File: src/rtl/vfu_pkg.sv
// rtl/vfu_pkg.sv - shared VFU response types and width defaults
package vfu_pkg;

    localparam int DATA_W_DEF = 32;
    localparam int TAG_W_DEF  = 2;
    localparam int EXEC_W     = 2;

    typedef struct packed {
        logic [DATA_W_DEF-1:0] data;
        logic                  vxsat;
        logic [EXEC_W-1:0]     execute_index;
        logic [TAG_W_DEF-1:0]  tag;
    } vfu_resp_t;

endpackage

File: src/rtl/vfu_resp_fifo.sv
// rtl/vfu_resp_fifo.sv - in-order response storage with wrap-bit pointers
module vfu_resp_fifo #(
    parameter int DEPTH = 4,
    parameter int W     = 37
) (
    input  logic         clock,
    input  logic         reset,
    input  logic         i_wr_en,
    input  logic [W-1:0] i_wr_data,
    input  logic         i_rd_en,
    output logic [W-1:0] o_rd_data,
    output logic         o_empty,
    output logic         o_full,
    output logic         o_drop
);

    localparam int AW = $clog2(DEPTH);

    logic [W-1:0] r_mem [DEPTH];
    logic [AW:0]  r_wptr;
    logic [AW:0]  r_rptr;
    logic         w_push;
    logic         w_pop;

    assign o_empty   = (r_wptr == r_rptr);
    assign o_full    = (r_wptr[AW] != r_rptr[AW]) && (r_wptr[AW-1:0] == r_rptr[AW-1:0]);
    assign w_pop     = i_rd_en & ~o_empty;
    // A full queue still takes a response when the head leaves in the same cycle.
    assign w_push    = i_wr_en & (~o_full | w_pop);
    assign o_drop    = i_wr_en & o_full & ~w_pop;
    assign o_rd_data = r_mem[r_rptr[AW-1:0]];

    // Pointer update; wrap bit distinguishes full from empty.
    always_ff @(posedge clock) begin
        if (!reset) begin
            r_wptr <= '0;
            r_rptr <= '0;
        end else begin
            if (w_push) r_wptr <= r_wptr + (AW+1)'(1);
            if (w_pop)  r_rptr <= r_rptr + (AW+1)'(1);
        end
    end

    // Entry storage; contents are meaningless while empty so no reset needed.
    always_ff @(posedge clock) begin
        if (w_push) r_mem[r_wptr[AW-1:0]] <= i_wr_data;
    end

endmodule

File: src/rtl/vfu_response_router.sv
// rtl/vfu_response_router.sv - credit-gated VFU response return path to per-slot ports
module vfu_response_router
    import vfu_pkg::*;
#(
    parameter int DEPTH  = 4,
    parameter int DATA_W = DATA_W_DEF,
    parameter int TAG_W  = TAG_W_DEF
) (
    input  logic                  clock,
    input  logic                  reset,
    input  logic                  io_reqFire,
    output logic                  io_reqReady,
    input  logic                  io_resp_valid,
    input  logic [DATA_W-1:0]     io_resp_bits_data,
    input  logic                  io_resp_bits_vxsat,
    input  logic [EXEC_W-1:0]     io_resp_bits_executeIndex,
    input  logic [TAG_W-1:0]      io_resp_bits_tag,
    output logic [(2**TAG_W)-1:0] io_out_valid,
    input  logic [(2**TAG_W)-1:0] io_out_ready,
    output logic [DATA_W-1:0]     io_out_bits_data,
    output logic                  io_out_bits_vxsat,
    output logic [EXEC_W-1:0]     io_out_bits_executeIndex,
    output logic                  io_overflow
);

    localparam int CNT_W = $clog2(DEPTH) + 1;
    localparam int ENT_W = DATA_W + 1 + EXEC_W + TAG_W;

    logic [CNT_W-1:0]  r_cnt;
    logic              r_overflow;
    logic [ENT_W-1:0]  w_head;
    logic [DATA_W-1:0] w_head_data;
    logic              w_head_vxsat;
    logic [EXEC_W-1:0] w_head_exec;
    logic [TAG_W-1:0]  w_head_tag;
    logic              w_empty;
    logic              w_full;
    logic              w_drop;
    logic              w_deq;
    logic              w_show;
    logic              w_credit_ok;
    logic              w_inc;
    logic              w_dec;

    vfu_resp_fifo #(
        .DEPTH (DEPTH),
        .W     (ENT_W)
    ) u_fifo (
        .clock     (clock),
        .reset     (reset),
        .i_wr_en   (io_resp_valid),
        .i_wr_data ({io_resp_bits_data, io_resp_bits_vxsat,
                     io_resp_bits_executeIndex, io_resp_bits_tag}),
        .i_rd_en   (w_deq),
        .o_rd_data (w_head),
        .o_empty   (w_empty),
        .o_full    (w_full),
        .o_drop    (w_drop)
    );

    assign {w_head_data, w_head_vxsat, w_head_exec, w_head_tag} = w_head;

    // Only the addressed slot's ready matters: strict in-order delivery.
    assign w_deq       = ~w_empty & io_out_ready[w_head_tag];
    assign w_credit_ok = (r_cnt < CNT_W'(DEPTH));
    assign w_inc       = io_reqFire & w_credit_ok;
    assign w_dec       = w_deq & (r_cnt != '0);
    assign w_show      = reset & ~w_empty;

    assign io_reqReady              = ~reset | w_credit_ok;
    assign io_out_bits_data         = w_show ? w_head_data  : '0;
    assign io_out_bits_vxsat        = w_show ? w_head_vxsat : 1'b0;
    assign io_out_bits_executeIndex = w_show ? w_head_exec  : '0;
    assign io_overflow              = r_overflow;

    // Decode head tag into the one-hot per-slot valid.
    always_comb begin
        io_out_valid = '0;
        if (w_show) io_out_valid[w_head_tag] = 1'b1;
    end

    // Outstanding-request credit counter.
    always_ff @(posedge clock) begin
        if (!reset) begin
            r_cnt <= '0;
        end else begin
            case ({w_inc, w_dec})
                2'b10:   r_cnt <= r_cnt + CNT_W'(1);
                2'b01:   r_cnt <= r_cnt - CNT_W'(1);
                default: r_cnt <= r_cnt;
            endcase
        end
    end

    // Sticky protocol error: fire without credit, or response lost to a full queue.
    always_ff @(posedge clock) begin
        if (!reset) begin
            r_overflow <= 1'b0;
        end else if ((io_reqFire & ~w_credit_ok) | w_drop) begin
            r_overflow <= 1'b1;
        end
    end

    logic w_unused;
    assign w_unused = w_full;

endmodule

File: config.mk
export PLATFORM = sky130hd
export DESIGN_NAME = vfu_response_router
export DESIGN_NICKNAME = d
export VERILOG_FILES = /design/src/rtl/vfu_pkg.sv /design/src/rtl/vfu_resp_fifo.sv /design/src/rtl/vfu_response_router.sv
export SDC_FILE = /design/constraint.sdc
export NUM_CORES = 1
export LEC_CHECK = 0
export CAP_MARGIN = 20
export CORE_ASPECT_RATIO = 1.4
export CORE_MARGIN = 3
export CORE_UTILIZATION = 59
export CTS_BUF_LIST = sky130_fd_sc_hd__clkbuf_16
export DETAILED_ROUTE_END_ITERATION = 8
export PLACE_DENSITY = 0.84
export SLEW_MARGIN = 15
export SYNTH_ARGS = -nofsm -noshare
export SYNTH_HDL_FRONTEND = slang
export SYNTH_SLANG_ARGS = --single-unit
File: constraint.sdc
create_clock -name clock -period 7.9 [get_ports clock]
set_input_delay 1.975 -clock clock [delete_from_list [all_inputs] [get_ports clock]]
set_output_delay 1.975 -clock clock [all_outputs]
set_load 0.005 [all_outputs]
## Word-level counts from Yosys, hierarchy flattened

Memories as Yosys holds them, arrays and structs flattened. A register that Yosys moved wholly into a read port is not among the register bits.
Index checks and enable logic that the tools add are counted.

| storage, ports and cells | value |
|---|---|
| memories kept | 1 |
| input bits | 45 |
| logic and storage cells | 51 |
| bits in writable memories | 148 |
| flip-flop bits (word level) | 10 |
| output and inout bits | 41 |

Memories:

| memory | depth | bits a word | read ports | clocked after Yosys merged registers in | wr ports | RTL line | RTL |
|---|---|---|---|---|---|---|---|
| u_fifo.r_mem | 4 | 37 | 1 | 1 | 1 | vfu_resp_fifo.sv:19 | `logic [W-1:0] r_mem [DEPTH];` |

| cells by class | value |
|---|---|
| $add $sub $neg | 4 |
| bitwise logic cells | 17 |
| order comparisons | 3 |
| reduce and logical (&&, ||, !) cells | 4 |
| equality and inequality tests | 5 |
| mux-type cells | 13 |

Operator list:

| cell | count |
|---|---|
| $mux W32 | 1 |
| $add A3 B1 Y3 const B | 3 |
| $and A1 B1 Y1 | 9 |
| $mux W2 | 3 |
| $pmux W3 S2 | 1 |
| $mux W1 | 5 |
| $not A1 Y1 | 5 |
| $mux W4 | 1 |
| $eq A3 B3 Y1 | 1 |
| $lt A2 B3 Y1 const B | 1 |
| $lt A3 B3 Y1 const B | 1 |
| $or A1 B1 Y1 | 3 |
| $reduce_bool A3 Y1 | 1 |
| $sub A3 B1 Y3 const B | 1 |
| $bmux W1 S2 | 1 |
| $demux W1 S2 | 1 |
| $eq A2 B1 Y1 const B | 1 |
| $eq A2 B2 Y1 | 1 |
| $eq A2 B2 Y1 const B | 1 |
| $ge A2 B1 Y1 const B | 1 |
| $logic_and A1 B1 Y1 | 2 |
| $reduce_bool A2 Y1 | 1 |
| $ne A1 B1 Y1 | 1 |

## Depth between registers and ports, before layout

Gate-level depths: netlist (run 1).

| depth | value |
|---|---|
| depth after elaboration | 8 |
| depth in mapped cells | 11 |
| mapped depth without buffers | 10 |

## Cells and area by module

Synthesis (run 1) repeated with hierarchy kept, for this count alone.

| unflattened totals | value |
|---|---|
| cell total of the unflattened synthesis | 321 |
| area total of the unflattened synthesis | 6393.6 µm² |

By module, submodules not included:

| module | area each (µm²) | sequential area each (µm²) | instances | cells each |
|---|---|---|---|---|
| vfu_resp_fifo | 5866.9 | 4604.4 | 1 | 248 |
| vfu_response_router | 526.8 | 80.1 | 1 | 73 |

## Worst setup path after synthesis (run 1)

No wires, ideal clock.

| timing path | value |
|---|---|
| path kind | input to output |
| from | input reset |
| to | output io_out_valid[3] |
| path buffers | 1 |
| setup slack | 3534 ps |
| required time | 5925 ps |
| stages on the path | 2 |
| data arrival time | 2391 ps |
| cells stage by stage | clkbuf_1 > and4_1 |

| on the way | value |
|---|---|
| word-level cells in the longest chain between the ends | 2 |

Ends and longest elaborated chain:

| item | RTL line | RTL |
|---|---|---|
| start, declared | vfu_response_router.sv:10 | `input logic reset,` |
| $and A1 B1 Y1 | vfu_response_router.sv:68 | `assign w_show = reset & ~w_empty;` |
| $mux W4 | vfu_response_router.sv:79 | `if (w_show) io_out_valid[w_head_tag] = 1'b1;` |
| end, declared | vfu_response_router.sv:18 | `output logic [(2**TAG_W)-1:0] io_out_valid,` |

No other way between the ends.

## Worst setup path in the final report (run 1)

| timing path | value |
|---|---|
| from | input reset |
| to | output io_out_valid[2] |

The elaborated chain is that of the path after synthesis.

==> impl_results.md, run 1 <==
- Sw frac: 0.2346
- Met2 wire len: 6.447 mm
- Fin. Hold Viols: 0
- CTS tree: yes
- Seq/Total Area, Yosys: 0.7343
- Pwr dens: 286.2 nW/um2
- Post-Synthesis Mean Instance Area: 20.00 um2
- Grt total ovfl: 0
- Top FF cell, synth: edfxtp_1
- Post-DP Area: 7341 um2
- Synth top area cells: edfxtp_1, mux4_2, dfxtp_1
- Clk buf depth: 2
- RePlAce Congestion: 0.7677
- Post-synth EDFFs: 148
- H-Tree Depth: 4
- Core area: 10460 um2
- Vias per cell: 5.852
- Worst-path clk slew: 0.06 ns
- Synth Area in XOR/XNOR: 0.01373
- HP Class: register to register
- Peak supply drop: ~0.00024 V
- Die area: 12110 um2
- Post-Synth Adder-Cell Area: 0.01490
- Met3 wire length: approximately 530 um
- # Post-CTS Setup Buffers: 0
- Die Wd: 93.89 um
- Clock group share of total power: 0.354
- Psw: 0.5348 mW
- Dpl hpwl: 6.485 mm
- Leak: 2.718 nW
- Total wire length: between 10 and 15 mm
- CTS Buf Count: 17
- CP arrival: 3.67 ns
- First-pass GRT wire length: 18.53 mm
- First-pass DRT Iterations: 4
- Skew-Pair Late Insertion Delay: between 0.4 and 0.5 ns
- Synth Cell Area: 6380 um2
- Root Driver: clkbuf_16
- Initial antenna violation count: 0
- Post-synthesis mux area share: 0.1408
- Largest family of logic cells by synthesized area: multiplexers
- Met1 Wirelength: 4.486 mm
- Top-count cell post-synth: edfxtp_1
- Largest net degree at the start of global routing: 53
- Post_cts resized: 0
- Final setup viols: 0
- #FFs+latches synth: 160
- Vias post-DR: 3271
- Combinational power share: 0.191
- Syn Nets: 371
- Number of port buffers: 85
- Design Area, Final: 7965 um2
- CP endpoint kind: primary output
- Final net count: 460
- Status: completed
- Simple-gate portion of the synthesized area: 0.06393
- Ant. Diodes: 0
- Cell taking the most area after synthesis: edfxtp_1
- Area of the multi-input gates: 1608 um2
- Final Slew Violations: 0
- Num ports: 86
- Top post-synthesis cells by count: edfxtp_1, mux4_2, and3_1
- Clk_skew: about 0.0091 ns
- Avg WL per Cell: 20.83 um
- Final Cycle Share: 0.7141
- WS Path Type: primary input to primary output
- Gr usage total: 0.2097
- Top-area cell type share of the netlist area: 0.6966
- Synth Area in Compound Gates: 0.01745
- MaxCap Viol Count: 0
- Vias in the first global route: 3518
- Row count: between 40 and 50
- Post-Route Setup TNS: 0 ns
- Asr flop ratio synth: 0
- Netlist cell types: 36
- DR top layer: met4
- Fmax: 177.3 MHz
- Setup crit start kind: primary input
- Synthesis Warnings: 0
- R2R setup slack: 4.22 ns
- Internal power: 1.745 mW
- Worst-margin pin slew: 1.027 ns
- DRC: 0
- Slew HR: 0.3157
- Synth Instances: about 320
- Register area: 4687 um2
- Critical path fanouts, max: 52
- Share of cells above drive strength 1: 0.1900
- Min Tclk post-route: 5.641 ns
- Die extent in y: 129.0 um
- Starting density of the core: 0.6099
- Sequential share of power: 0.455
- Antenna viol nets, final: 0
- Drt initial violations: 189
- Area delta synth->final: 24.85%
- Req. time, crit path: 5.93 ns
- Unrepaired setup endpoints after global routing: false
- Layout fillers: 566
- CTS Hold Bufs: 0
- TritonCTS sink count: 160
-- through the flow --
| step | cells | hold slack (ns) | setup slack (ns) | util | total power [mW] |
|---|---|---|---|---|---|
| 2_1_floorplan | 319 | 0.4724 | 3.534 | - | 1.309 |
| 3_3_place_gp | 527 | 0.4829 | 2.404 | 0.7018 | 1.475 |
| 3_5_place_dp | 527 | 0.5101 | 2.268 | 0.7018 | 1.490 |
| 4_1_cts | 559 | 0.5471 | 2.247 | 0.7612 | 2.303 |
| 5_1_grt | 559 | 0.5708 | 2.156 | 0.7615 | 2.374 |
| 6_report | 559 | 0.5386 | 2.259 | 0.7615 | 2.280 |
-- power groups by stage --
stage	combinational [mW]	sequential (mW)	clock (mW)
after detailed placement	0.434	1.06	0
after CTS	0.442	1.04	0.822
after global placement	0.422	1.05	0
after floorplan	0.297	1.01	0
after global routing	0.473	1.05	0.854
final	0.436	1.04	0.807
-- sequential cells by signal, indices dropped and copies added (netlist names), named ones only --
name           cells
u_fifo.r_mem     148
u_fifo.r_rptr      3
r_cnt              3
u_fifo.r_wptr      3
io_overflow        1
-- worst max-delay path, stage by stage --
cell and delay [ns]:
buf_2 0.61, nand2_1 0.21, nor3b_1 0.30, clkdlybuf4s50_1 0.55
-- routing by layer --
metal / global-route usage / vias up
met1: 0.2494 / 1691
met2: 0.3630 / 91
met4: 0.08844 / 0
met5: 0 / -
li1: - / 1470
met3: 0.05459 / 19
-- logic make-up after synthesis --
family                     count (synthesis)
DFF                                      160
and+or+nand+nor                           67
muxes                                     41
buffers and inverters                     22
AOI/OAI and AO/OA                         12
xor gates and xnor gates                  10
adders and majority gates                  7
-- path summary, 6_finish.rpt --
check | start | endpoint | cells past startpoint
hold / removal | u_fifo.r_rptr[2] | u_fifo.r_rptr[2] | 2
setup reg to reg | register | u_fifo.r_mem[1][29] | 4
hold reg to reg | u_fifo.r_rptr[2] | u_fifo.r_rptr[2] | 2
setup / recovery | reset | io_out_valid[2] | 4
-- layout by cell type, fill, tap and decap left out, types with 2 or more instances in the layout --
| cell type | count |
|---|---|
| dfxtp_1 | 10 |
| inv_1 | 9 |
| o21ai_0 | 2 |
| ha_1 | 6 |
| clkdlybuf4s50_1 | 84 |
| nand2b_1 | 2 |
| inv_2 | 2 |
| dfxtp_2 | 2 |
| and2_2 | 4 |
| clkinv_2 | 2 |
| and2_1 | 5 |
| o21ai_1 | 2 |
| mux2i_4 | 2 |
| clkbuf_16 | 23 |
| xnor2_1 | 5 |
| edfxtp_1 | 148 |
| and3_1 | 35 |
| xor2_1 | 5 |
| and4_1 | 2 |
| mux4_2 | 37 |
| nand2_1 | 8 |
| or3_1 | 2 |
| mux2i_1 | 2 |
| nor3b_1 | 2 |
-- cell type report --
| type | count | share of cell area |
|---|---|---|
| Sequential cell | 160 | 0.5884 |
| Multi-Input combinational cell | 137 | 0.2019 |
| Timing Repair Buffer | 86 | 0.1071 |
| Clock buffer | 23 | 0.07226 |
| Tap cell | 138 | 0.02168 |
| Clock inverter | 9 | 0.005812 |
| Inverter | 6 | 0.002828 |
Power figures use the tool's default switching activity.
==> run 2: changes to the inputs <==
Settings changed: CORE_UTILIZATION 59 to 55, PLACE_DENSITY 0.84 to 0.79.
Clock period 7.9 ns to 5.8 ns, I/O delays scaled along.
==> run 2 against run 1 <==
Sequential share of layout area increased by 0.42 points. Clock skew increased by 0.0080 ns. Non-clock buffer count increased by 1. Via count increased by 0.12%. Wire length increased by 0.15%. Global-route usage decreased by 2.1 points. Final cell count increased by 0.72%. Worst hold slack got worse by 0.0067 ns. Critical path depth unchanged. Critical endpoint unchanged. Largest cell class unchanged.
==> impl_results.md, run 2 (same netlist as run 1, synthesis figures left out) <==
- Drt initial violations: ~160
- Critical path fanouts, max: 52
- DRC: 0
- Share of cells above drive strength 1: 0.1919
- Final Slew Violations: 0
- Worst-margin pin slew: 1.034 ns
- First-pass DRT Iterations: 4
- Row count: 45
- CP arrival: 3.10 ns
- First-pass GRT wire length: 18.48 mm
- Starting density of the core: 0.5752
- Vias in the first global route: 3414
- Register area: 4687 um2
- Worst-path clk slew: 0.06 ns
- Skew-Pair Late Insertion Delay: 0.41 ns
- H-Tree Depth: 4
- Final Cycle Share: 0.7853
- Largest net degree at the start of global routing: 53
- CP endpoint kind: primary output
- Avg WL per Cell: 20.72 um
- RePlAce Congestion: 0.6822
- Most frequent cells in the layout: edfxtp_1, clkdlybuf4s50_1, mux4_2, and3_1, clkbuf_16
- # Post-CTS Setup Buffers: 0
- Commonest non-fill, non-tap cell in the layout: edfxtp_1
- Die extent in y: 133.4 um
- Antenna viol nets, final: 0
- Post_cts resized: 0
- Area of the multi-input gates: 1608 um2
- Post-Route Setup TNS: 0 ns
- Slew HR: 0.3110
- Initial antenna violation count: 0
- Num ports: 86
- Clk_skew: roughly 0.017 ns
- Ant. Diodes: 0
- Req. time, crit path: 4.35 ns
- Status: completed
- Non-Filler Instances: 563
- Min Tclk post-route: 4.555 ns
- Pwr dens: approximately 380 nW/um2
- Layout fillers: 664
- Vias per cell: 5.817
- Die area: 12950 um2
- Grt total ovfl: 0
- Unrepaired setup endpoints after global routing: false
- Max reg flops: about 150
- Final core utilization: 0.7130
- WS Path Type: primary input to primary output
- Fin. Hold Viols: 0
- Dpl cells: 530
- Final setup viols: 0
- Peak supply drop: between 0.0002 and 0.00025 V
- Setup crit start kind: primary input
- Die Wd: 97.03 um
- Core area: 11090 um2
- Hold depth: 2
- MaxCap Viol Count: 0
- HP Class: register to register
- Gr usage total: 0.1890
- Area delta synth->final: 23.97%
- Final net count: 461
- R2R setup slack: 2.20 ns
- Vias post-DR: 3275
- Leak: around 2.7 nW
- Clk buf depth: 2
- CTS tree: yes
- Fmax: roughly 220 MHz
- CTS Hold Bufs: 0
- Root Driver: clkbuf_16
- Dpl hpwl: ~6.5 mm
- Total wire length: 11.66 mm
- TritonCTS sink count: between 150 and 200
- CTS Buf Count: 17
- Cells on worst reg2reg path: 10
- Number of port buffers: between 80 and 90
==> run 2: cell count changes in the layout (fill, tap and decap cells not counted), sizes merged <==
cell	delta
buf	+1
clkinv	+1
clkbuf	-4
inv	+3
==> run 2: per-layer routing <==
metal  track usage  up-vias  wire length [um]
met5             0        -                 0
met4       0.07260        0               174
met3       0.04872       15               499
met2        0.3210       87              6066
met1        0.2344     1699              4922
li1              -     1474                 -
==> run 2: cell type report <==
type                       count  share of cell area
inverter                       6            0.002848
clock inverter                13            0.008385
timing repair buffer          87              0.1104
sequential                   160              0.5926
multi-input combinational    137              0.2033
tap                          141             0.02231
clock buffer                  19             0.06012
==> run 2: path summary, 6_finish.rpt <==
| check | start | endpoint |
|---|---|---|
| max | reset | io_out_valid[2] |
| min | u_fifo.r_rptr[2] | u_fifo.r_rptr[2] |
| max reg2reg | register | r_cnt[2] |
| min reg2reg | u_fifo.r_rptr[2] | u_fifo.r_rptr[2] |
==> run 2: stage by stage <==
| step | cell area, um2 | hold slack, ns | worst slack [ns] | total power [mW] |
|---|---|---|---|---|
| 2_1_floorplan | 6380 | 0.4724 | 2.484 | 1.784 |
| 3_3_place_gp | 7345 | 0.4860 | 1.329 | 2.017 |
| 3_5_place_dp | 7345 | 0.5068 | 1.219 | 2.032 |
| 4_1_cts | 7886 | 0.5364 | 1.132 | 3.035 |
| 5_1_grt | 7909 | 0.5554 | 1.068 | 3.150 |
| 6_report | 7909 | 0.5320 | 1.245 | 3.023 |
==> run 2: where the power goes <==
group | internal [mW] | switching, mW | leakage (nW) | total, mW
combinational | 0.354 | 0.272 | 0.944 | 0.626
clock | 0.590 | 0.415 | 0.292 | 1.00
sequential | 1.34 | 0.0561 | 1.46 | 1.39
==> run 2: critical path, cell delays in order <==
cell and delay, ns:
buf_2 0.65, nand2_1 0.19, nor3b_1 0.25, clkdlybuf4s50_1 0.55
==> run 3: changes to the inputs <==
Clock period 5.8 ns to 4.45 ns, I/O delays scaled along.
==> run 3 against run 2 <==
Utilization is 0.94 points higher. Clock power rose by 43%. Clock skew shrank 0.0096 ns. Final area grew 1.3%. Largest cell class unchanged. Largest power group unchanged.
==> impl_results.md, run 3 (same netlist as run 1, synthesis figures left out) <==
- Status: completed
- First-pass GRT wire length: 19.02 mm
- Total wire length: 11.81 mm
- H-Tree Depth: 4
- Worst R2R End: r_cnt[2]
- Max reg flops: 148
- Skew-Pair Late Insertion Delay: 0.42 ns
- Slew HR: 0.5640
- CP startpoint: u_fifo.r_wptr[1]
- WS Path Type: register to primary output
- MaxCap Viol Count: 0
- Layout fillers: 683
- Combinational power share: 0.203
- Num ports: 86
- Min Tclk post-route: 3.941 ns
- Internal power: 3.044 mW
- Grt total ovfl: 0
- Hold EP: u_fifo.r_wptr[2]
- Clock group share of total power: 0.353
- DRC: 0
- Post-DP Area: 7417 um2
- Drt initial violations: 167
- Starting density of the core: 0.5752
- Worst Slack Setup Final: 0.5085 ns
- Die extent in y: 133.4 um
- Commonest non-fill, non-tap cell in the layout: edfxtp_1
- Fmax: approximately 250 MHz
- Worst-margin pin slew: 0.6540 ns
- Clk_skew: 0.007500 ns
- Sequential share of power: 0.444
- Fin. Hold Viols: 0
- Clk buf depth: 2
- Most frequent cells in the layout: edfxtp_1, clkdlybuf4s50_1, mux4_2, and3_1, clkbuf_16
- CP endpoint kind: primary output
- Final net count: 468
- Antenna viol nets, final: 0
- Share of cells above drive strength 1: 0.2098
- CTS tree: yes
- Root Driver: clkbuf_16
- RePlAce Congestion: 0.7233
- Hold depth: 2
- Slowest stage cell, crit path: clkdlybuf4s50_1
- Area delta synth->final: 25.59%
- Unrepaired setup endpoints after global routing: false
- Worst-path clk slew: roughly 0.06 ns
- Req. time, crit path: 3.34 ns
- CP arrival: 2.83 ns
- Core area: 11090 um2
- TritonCTS sink count: 160
- Post_cts resized: 0
- Hold Startpoint: u_fifo.r_wptr[2]
- CTS Buf Count: 17
- Post-Route Setup TNS: 0 ns
- HP Class: register to register
- Vias per cell: 5.737
- Critical path fanouts, max: 20
- Gr usage total: 0.1966
- Die Wd: 97.03 um
- Pwr dens: 506.4 nW/um2
- Leak: 2.726 nW
- First-pass DRT Iterations: 4
- Number of port buffers: 85
- Final Cycle Share: 0.8857
- Die area: 12950 um2
- R2R setup slack: 1.21 ns
- # Post-CTS Setup Buffers: 0
- Non-Filler Instances: 570
- Sw frac: 0.2497
- Vias post-DR: 3270
- Initial antenna violation count: 0
- Design Area, Final: 8013 um2
- Vias in the first global route: 3523
- Peak supply drop: around 0.00041 V
- DP Worst Slack: 0.7159 ns
- Dpl cells: approximately 540
- Final Slew Violations: 0
- Final setup viols: 0
- Psw: 1.013 mW
- Row count: 45
- Setup crit start kind: register
- Slowest stage delay, CP: 0.51 ns
- Avg WL per Cell: 20.72 um
- CTS Hold Bufs: 0
- Dpl hpwl: 7.269 mm
- Cells on worst reg2reg path: 10
- Ant. Diodes: 0
- Critical Path, Cell by Cell: xor2_1 -> nor2_1 -> nand2_1 -> buf_4 -> and3_1 -> clkdlybuf4s50_1
- Largest net degree at the start of global routing: 40
## run 3: cell types whose count changed in the layout (fill, tap and decap cells not counted), moves of 3 or more
cell and change:
clkinv_2 -3, inv_6 +8, buf_4 +7, inv_1 -3
inv_4 -5
## run 3: layout make-up
| class | count | area (um2) | area share |
|---|---|---|---|
| Clock buffer | 17 | 425.4 | 0.05309 |
| Clock inverter | 15 | 170.2 | 0.02124 |
| Inverter | 6 | 22.52 | 0.002811 |
| Multi-Input combinational cell | 137 | 1605 | 0.2003 |
| Sequential cell | 160 | 4687 | 0.5849 |
| Tap cell | 141 | 176.4 | 0.02202 |
| Timing Repair Buffer | 94 | 925.9 | 0.1156 |
## run 3: power groups by stage
| stage | Sequential (mW) | Combinational, mW | Clock (mW) |
|---|---|---|---|
| 2_1_floorplan | 1.80 | 0.527 | 0 |
| 3_3_place_gp | 1.83 | 0.822 | 0 |
| 3_5_place_dp | 1.83 | 0.831 | 0 |
| 4_1_cts | 1.80 | 0.844 | 1.46 |
| 5_1_grt | 1.81 | 0.898 | 1.52 |
| 6_report | 1.80 | 0.823 | 1.43 |
## run 3: critical path, delay by kind of cell (launching register included)
kind | cells | cell delay, ns
buf+inv | 2 | 0.86
simple gates | 3 | 0.76
xor+xnor | 1 | 0.33
flops | 1 | 0.46
## run 3: stage by stage
| step | hold WS, ns | util | power, mW |
|---|---|---|---|
| 6_report | 0.5146 | 0.7224 | 4.058 |
| 5_1_grt | 0.5531 | 0.7224 | 4.231 |
| 4_1_cts | 0.5210 | 0.7224 | 4.106 |
| 3_5_place_dp | 0.5078 | 0.6687 | 2.665 |
| 3_3_place_gp | 0.4920 | 0.6687 | 2.648 |
| 2_1_floorplan | 0.4724 | - | 2.325 |
## run 3: per-layer routing
metal | vias to the layer above | share of wire | track usage
met1 | 1678 | 0.40 | 0.2335
met4 | 0 | 0.017 | 0.06557
met5 | - | 0 | 0
li1 | 1498 | - | -
met3 | 16 | 0.040 | 0.06234
met2 | 78 | 0.55 | 0.3410
## run 3: worst max-delay path by stage
| stage | slack, ns | depth (start not counted) | to |
|---|---|---|---|
| after floorplan | 1.38 | 5 | u_fifo.r_mem[3][0] |
| after global placement | 0.74 | 4 | io_out_valid[2] |
| after detailed placement | 0.72 | 4 | io_out_valid[1] |
| after CTS | 0.42 | 6 | io_out_bits_data[15] |
| after global routing | 0.26 | 6 | io_out_bits_data[15] |
| final | 0.51 | 6 | io_out_bits_data[0] |
